==> config.mk <==
export PLATFORM = sky130hd
export DESIGN_NAME = palette_selector
export DESIGN_NICKNAME = d
export VERILOG_FILES = /design/src/rtl/palette_selector.sv
export SDC_FILE = /design/constraint.sdc
export NUM_CORES = 1
export LEC_CHECK = 0
export ABC_AREA = 1
export BUFFER_PORTS_ARGS = -buffer_cell sky130_fd_sc_hd__buf_2
export CORE_AREA = 2 2 57 59
export DETAILED_ROUTE_END_ITERATION = 8
export DIE_AREA = 0 0 59 61
export GPL_TIMING_DRIVEN = 0
export PLACE_DENSITY = 0.44
export SLEW_MARGIN = 30
export SYNTH_ARGS = -nofsm -noshare
export SYNTH_HDL_FRONTEND = slang
export SYNTH_SLANG_ARGS = --single-unit
==> constraint.sdc <==
create_clock -name clk -period 1.45 [get_ports clk]
set_input_delay 0.145 -clock clk [delete_from_list [all_inputs] [get_ports clk]]
set_output_delay 0.145 -clock clk [all_outputs]
set_load 0.1 [all_outputs]
==> src/rtl/palette_selector.sv <==
// palette_selector: drawing-colour selector for the paint pipeline.
// Picks a palette index from priority-encoded switches (mode=0) or by
// stepping with a push-button (mode=1). While the erase tool is active the
// eraser code (all ones) is forced onto color. Every colour change is
// flagged with a one-cycle color_changed pulse.
// Build option: define COLOR_SEL_DEBOUNCE_EN to include the button
// debouncer. Without it, edges are taken straight from the synchroniser.
module palette_selector #(
  parameter int NUM_COLORS      = 7,
  parameter int COLOR_W         = 3,
  parameter int DEBOUNCE_CYCLES = 250000
) (
  input  logic                  clk,
  input  logic                  rst,
  input  logic [NUM_COLORS-1:0] sw,
  input  logic                  tool_sel,
  input  logic                  btn_next,
  input  logic                  mode,
  output logic [COLOR_W-1:0]    color,
  output logic                  color_changed
);

  localparam logic [COLOR_W-1:0] ERASE    = '1;
  localparam logic [COLOR_W-1:0] LAST_IDX = COLOR_W'(NUM_COLORS - 1);

  if (NUM_COLORS < 2 || NUM_COLORS > (2 ** COLOR_W) - 1) begin : g_bad_num_colors
    $error("palette_selector: NUM_COLORS out of range for COLOR_W");
  end
  if (DEBOUNCE_CYCLES < 1) begin : g_bad_debounce
    $error("palette_selector: DEBOUNCE_CYCLES must be at least 1");
  end

  logic               sync_a;
  logic               sync_b;
  logic [1:0]         sync_fill;
  logic               armed;
  logic               level;
  logic               level_d;
  logic               rise;
  logic               accept;
  logic [COLOR_W-1:0] sel_idx;
  logic [COLOR_W-1:0] sel_next;
  logic [COLOR_W-1:0] hi_idx;
  logic [COLOR_W-1:0] color_next;
  logic               changed_d;

  // Two-flop synchroniser; sync_fill marks when sync_b carries a real sample.
  always_ff @(posedge clk) begin
    if (rst) begin
      sync_a    <= 1'b0;
      sync_b    <= 1'b0;
      sync_fill <= 2'b00;
    end else begin
      sync_a    <= btn_next;
      sync_b    <= sync_a;
      sync_fill <= {sync_fill[0], 1'b1};
    end
  end

  // A button held through reset must be seen released before presses count.
  always_ff @(posedge clk) begin
    if (rst) begin
      armed <= 1'b0;
    end else if (sync_fill[1] && !sync_b) begin
      armed <= 1'b1;
    end
  end

`ifdef COLOR_SEL_DEBOUNCE_EN
  localparam int CNT_W = (DEBOUNCE_CYCLES > 1) ? $clog2(DEBOUNCE_CYCLES) : 1;
  localparam logic [CNT_W-1:0] CNT_LAST = CNT_W'(DEBOUNCE_CYCLES - 1);

  logic [CNT_W-1:0] db_cnt;

  // Debouncer: accept a level change only after it has held long enough.
  always_ff @(posedge clk) begin
    if (rst) begin
      level  <= 1'b0;
      db_cnt <= '0;
    end else if (sync_b == level) begin
      db_cnt <= '0;
    end else if (db_cnt == CNT_LAST) begin
      level  <= sync_b;
      db_cnt <= '0;
    end else begin
      db_cnt <= db_cnt + CNT_W'(1);
    end
  end
`else
  assign level = sync_b;
`endif

  // Previous button level for rising-edge detection.
  always_ff @(posedge clk) begin
    if (rst) begin
      level_d <= 1'b0;
    end else begin
      level_d <= level;
    end
  end

  assign rise   = level & ~level_d;
  assign accept = rise & armed;

  // Priority encoder: the highest set switch wins.
  always_comb begin
    hi_idx = '0;
    for (int i = 0; i < NUM_COLORS; i++) begin
      if (sw[i]) begin
        hi_idx = COLOR_W'(i);
      end
    end
  end

  // Next selection and colour; the eraser freezes the selection.
  always_comb begin
    sel_next = sel_idx;
    if (!tool_sel) begin
      if (!mode) begin
        if (|sw) begin
          sel_next = hi_idx;
        end
      end else if (accept) begin
        sel_next = (sel_idx == LAST_IDX) ? '0 : sel_idx + COLOR_W'(1);
      end
    end
    color_next = tool_sel ? ERASE : sel_next;
  end

  // Selection/colour registers; change flag is delayed one edge into the pulse.
  always_ff @(posedge clk) begin
    if (rst) begin
      sel_idx       <= '0;
      color         <= '0;
      changed_d     <= 1'b0;
      color_changed <= 1'b0;
    end else begin
      sel_idx       <= sel_next;
      color         <= color_next;
      changed_d     <= (color_next != color);
      color_changed <= changed_d;
    end
  end

endmodule

## After elaboration in Yosys (flattened, before gate mapping)

Index checks and enable logic that the tools add are counted.

| storage, ports and cells | value |
|---|---|
| input port bits | 12 |
| logic and storage cells | 32 |
| output and inout port bits | 4 |
| register bits | 14 |

| operators by class | value |
|---|---|
| multiplexer cells | 13 |
| equality and inequality tests | 2 |
| add/sub/neg operators | 1 |
| bitwise logic cells | 3 |
| reductions and logical operators | 3 |

Operators with widths:

| cell | count |
|---|---|
| $mux W3 | 11 |
| $reduce_or A7 Y1 | 1 |
| $add A3 B1 Y3 const B | 1 |
| $eq A3 B3 Y1 const B | 1 |
| $ne A3 B3 Y1 | 1 |
| $and A1 B1 Y1 | 2 |
| $mux W1 | 2 |
| $logic_and A1 B1 Y1 | 1 |
| $logic_not A1 Y1 | 1 |
| $not A1 Y1 | 1 |

## Longest topological paths before layout

| logic depth | value |
|---|---|
| depth in word-level cells | 11 |
| mapped depth | 12 |
| mapped depth without buffers | 12 |

## Worst setup path after synthesis

OpenSTA, ideal clock, no wires.

| timing path | value |
|---|---|
| path kind | register to register |
| from | reg color[2] |
| to | reg changed_d |
| data arrival time | 1357 ps |
| data required time | 1324 ps |
| setup slack | -33 ps |
| setup time | 126 ps |
| stages on the path, launching flop included | 8 |
| cell sequence | dfxtp_1 inv_1 nand2_1 nand2_1 inv_2 nand2_1 nor2_1 nor2_1 |

| on the way | value |
|---|---|
| word-level cells in the longest chain between the ends | 1 |

RTL lines:

| item | RTL line | source |
|---|---|---|
| start, declared | 19 | `output logic [COLOR_W-1:0] color,` |
| start signal, assigned | 139 | `color <= color_next;` |
| $ne A3 B3 Y1 | 140 | `changed_d <= (color_next != color);` |
| end signal, assigned | 140 |  |
| end, declared | 45 | `logic changed_d;` |

Every way passes these cells.
A chain may end at the register's enable or synchronous reset.

## Worst setup path in the final report

| timing path | value |
|---|---|
| from | reg armed |
| to | reg changed_d |

| on the way | value |
|---|---|
| word-level cells in the longest chain between the ends | 6 |

RTL lines:

| item | RTL line | source |
|---|---|---|
| start, declared | 36 | `logic armed;` |
| start signal, assigned | 63 | `armed <= 1'b0;` |
| start signal, assigned | 65 | `armed <= 1'b1;` |
| $and A1 B1 Y1 | 103 | `assign accept = rise & armed;` |
| $mux W3 | 123 | `end else if (accept) begin` |
| $mux W3 | 119 | `if (!mode) begin` |
| $mux W3 | 118 | `if (!tool_sel) begin` |
| $mux W3 | 127 | `color_next = tool_sel ? ERASE : sel_next;` |
| $ne A3 B3 Y1 | 140 |  |

Every way passes these cells.

==> run_results.csv <==
group,metric,value,unit
floorplanning,initial_core_util,24.0,%
worst_setup_path,arrival,1.56,ns
pwr,peakVddDrop,434,uV
worst_setup_path,path_common_cell,"nand2_1",
clocking,clk_latency,0.26,ns
timing,finalHoldViolations,0,
pwr,p_seq_share,52.0,%
yosys,synth_cells,109,
floorplanning,pin_count,16,
worst_setup_path,cp-start-kind,"flip-flop",
global_route,grt_usage,8.75,%
yosys,synth-edff-count,0,
yosys,synthTopCellsByArea,"dfxtp_1, nand2_1, inv_1, nor2_1, nand3_1",
clocking,cts_tree,"yes",
yosys,synth_seq_area_share,39.5,%
drt,finalWirelength,1450,um
yosys,synth_area_leader_cell,"dfxtp_1",
worst_setup_path,rr_worst_depth,11,
hold_path,hold_path.class,"in2reg",
worst_setup_path,required,1.59,ns
hold_path,holdPathStages,3,
yosys,dominantRegCellSynth,"dfxtp_1",
flow_run,drv_cap,0,
yosys,synthesis.area,709,sq um
yosys,synth_commonest_cells,"nand2_1, inv_1, dfxtp_1, nor2_1, nand3_1",
yosys,avgSynthCellArea,6.51,sq um
pwr,internal-power,0.562,mW
global_route,first_global_vias,588,
worst_setup_path,path_cells,"nand2_4 -> nor2_4 -> nand2_1 -> nand2_1 -> inv_1 -> a21oi_2 -> nand2_1 -> nand2_1 -> nand2_1 -> nor2_1 -> nor2_1",
clocking,cts.sinks,14,
timing,finalMaxSlewViolations,0,
worst_setup_path,cp_max_fo,3,
drt,wl_per_cell,8.98,um
worst_setup_path,critPathCaptureType,"flip-flop",
pwr,clkPwrFrac,24.5,%
yosys,synth_fp_nets,121,
layout,syn2layout_area_growth,23.8,%
layout,nFillCells,331,
drt,drc_errors,0,
drt,ant_nets,0,
yosys,synth-seq-cells,14,
worst_setup_path,critical_path_class,"reg2reg",
yosys,yosysUniqueCellTypes,19,
pwr,powerDensity,937,nW/um^2
yosys,ys_warn_count,0,
timing,fin_crit,1.42,ns
worst_setup_path,crit_family,"simple AND/OR/NAND/NOR gates",
timing,timing.hold.ws,0.0803,ns
layout,regArea,290,sq um
drt,drt_iter0_drc,20,
global_route,antenna_found_initial,0,
yosys,netlist.area_leader.share,39.5,%
clocking,path_clk_slew,0.07,ns
global_route,grt_pass1_wl,2380,um
status,status,"finished clean",
clocking,clk_path_buf_depth,2,
drt,num_vias,673,
floorplanning,dieHeight,61,um
pwr,switching_share,31.8,%
timing,final.setup_skew,0.00242,ns
worst_setup_path,path_buf_inv,1,
clocking,numCtsBuffers,3,
clocking,cts-root-buf,"clkbuf_4",
drt,via_per_inst,4.18,
timing,max_freq,704,MHz
place,dp.final_hpwl,1140,um
pwr,combPwrFrac,23.5,%
floorplanning,fp.dieArea,3600,sq um
timing,grt_setup_unrepaired,"yes",
pwr,p_leak,0.475,nW
floorplanning,core,2950,sq um
timing,setup_violations,0,
worst_setup_path,cp_slowest_stage_delay,0.37,ns
layout,n_antenna_cell,0,
timing,finalCritPeriodShare,97.9,%
layout,nets,142,
clocking,cts-hold-fix-buffers,0,
worst_setup_path,slowest_stage,"dfxtp_4",
yosys,async_flop_share,0,%
drt,dr.pass1.iters,4,
layout,multi_input_area,338,sq um
pwr,power.switching,0.261,mW
timing,fin_tns_setup,0,ns
floorplanning,die_w,59,um
place,place_congestion,0.849,
floorplanning,rows,20,
worst_setup_path,cp_num_cells,11,
global_route,grt_max_degree,10,
layout,drive_above_1_share,27.3,%
timing,tightest_slew,0.485,ns
clocking,cts-htree-levels,1,
timing,slew_headroom,67.9,%
yosys,yosysMostFrequentCell,"nand2_1",
global_route,overflow,0,
place,port_buffers,14,
layout make-up:
| cell class | instances | share of cell area, % |
|---|---|---|
| flip-flops and latches | 14 | 33.0 |
| repair buffers | 16 | 9.69 |
| clock buffers | 3 | 2.56 |
| multi-input cells | 68 | 38.5 |
| well taps | 33 | 4.70 |
| plain buffers | 1 | 0.427 |
| inverters | 26 | 11.1 |
state kept, by name, indices dropped and copies added (netlist names):
name and flops:
armed 1, changed_d 1, color 3, color_changed 1
level 1, level_d 1, sel_idx 3, sync_a 1
sync_fill 2
cell families after synthesis:
logic type,after synthesis,synth area share (%)
AO/OA/AOI/OAI,12,10.6
buffers and inverters,27,14.3
AND/OR/NAND/NOR,56,35.6
flip-flops,14,39.5
per-layer routing:
layer | wire [um] | vias to the layer above | global-route usage (%)
met5 | 0 | - | 0
met1 | 709 | 289 | 10.6
met3 | 44 | 4 | 1.92
li1 | - | 367 | -
met4 | 40 | 0 | 7.14
met2 | 651 | 13 | 13.3
worst reg2reg max path: stages, from the launching register on:
cell	delay, ns
dfxtp_4	0.37
nand2_4	0.05
nor2_4	0.14
nand2_1	0.07
nand2_1	0.08
inv_1	0.05
a21oi_2	0.19
nand2_1	0.10
nand2_1	0.08
nand2_1	0.05
nor2_1	0.09
nor2_1	0.05
power by group through the flow:
stage | sequential, mW | clock [mW] | combinational [mW]
6_report | 0.428 | 0.201 | 0.194
3_3_place_gp | 0.436 | 0 | 0.185
5_1_grt | 0.431 | 0.237 | 0.214
3_5_place_dp | 0.437 | 0 | 0.186
4_1_cts | 0.428 | 0.217 | 0.187
2_1_floorplan | 0.493 | 0 | 0.0814
path summary, 6_finish.rpt:
check,startpoint,end,slack (ns)
hold / removal,btn_next,sync_a,0.08
hold reg to reg,sync_a,level,0.40
setup reg to reg,armed,changed_d,0.03
setup / recovery,armed,changed_d,0.03
through the flow:
stage	std cells	area (sq um)	util (%)	total power, mW	worst slack [ns]
CTS	159	845	28.6	0.832	0.0763
global placement	156	822	27.8	0.621	0.108
global route	161	878	29.7	0.882	-0.0548
detailed placement	156	822	27.8	0.623	0.0896
floorplan	109	711	-	0.575	0.0387
finish	161	878	29.7	0.823	0.0303
what timing repair did:
| action | CTS | global route |
|---|---|---|
| gates resized for setup | 0 | 7 |
| buffers inserted | 0 | 2 |
| endpoints found under the setup margin | 0 | 1 |
cells in the final DEF (no fill, tap or decap), drive strengths merged:
| master | netlist | routed |
|---|---|---|
| o21a | 1 | 1 |
| a21oi | 8 | 8 |
| nand3 | 7 | 7 |
| buf | 0 | 16 |
| nand2 | 31 | 31 |
| a31oi | 1 | 1 |
| nor3 | 1 | 1 |
| nor2 | 15 | 15 |
| nand4 | 1 | 1 |
| nand3b | 1 | 1 |
| dfxtp | 14 | 14 |
| clkbuf | 1 | 4 |
| o21ai | 2 | 2 |
| inv | 26 | 26 |
Power figures use the tool's default switching activity.
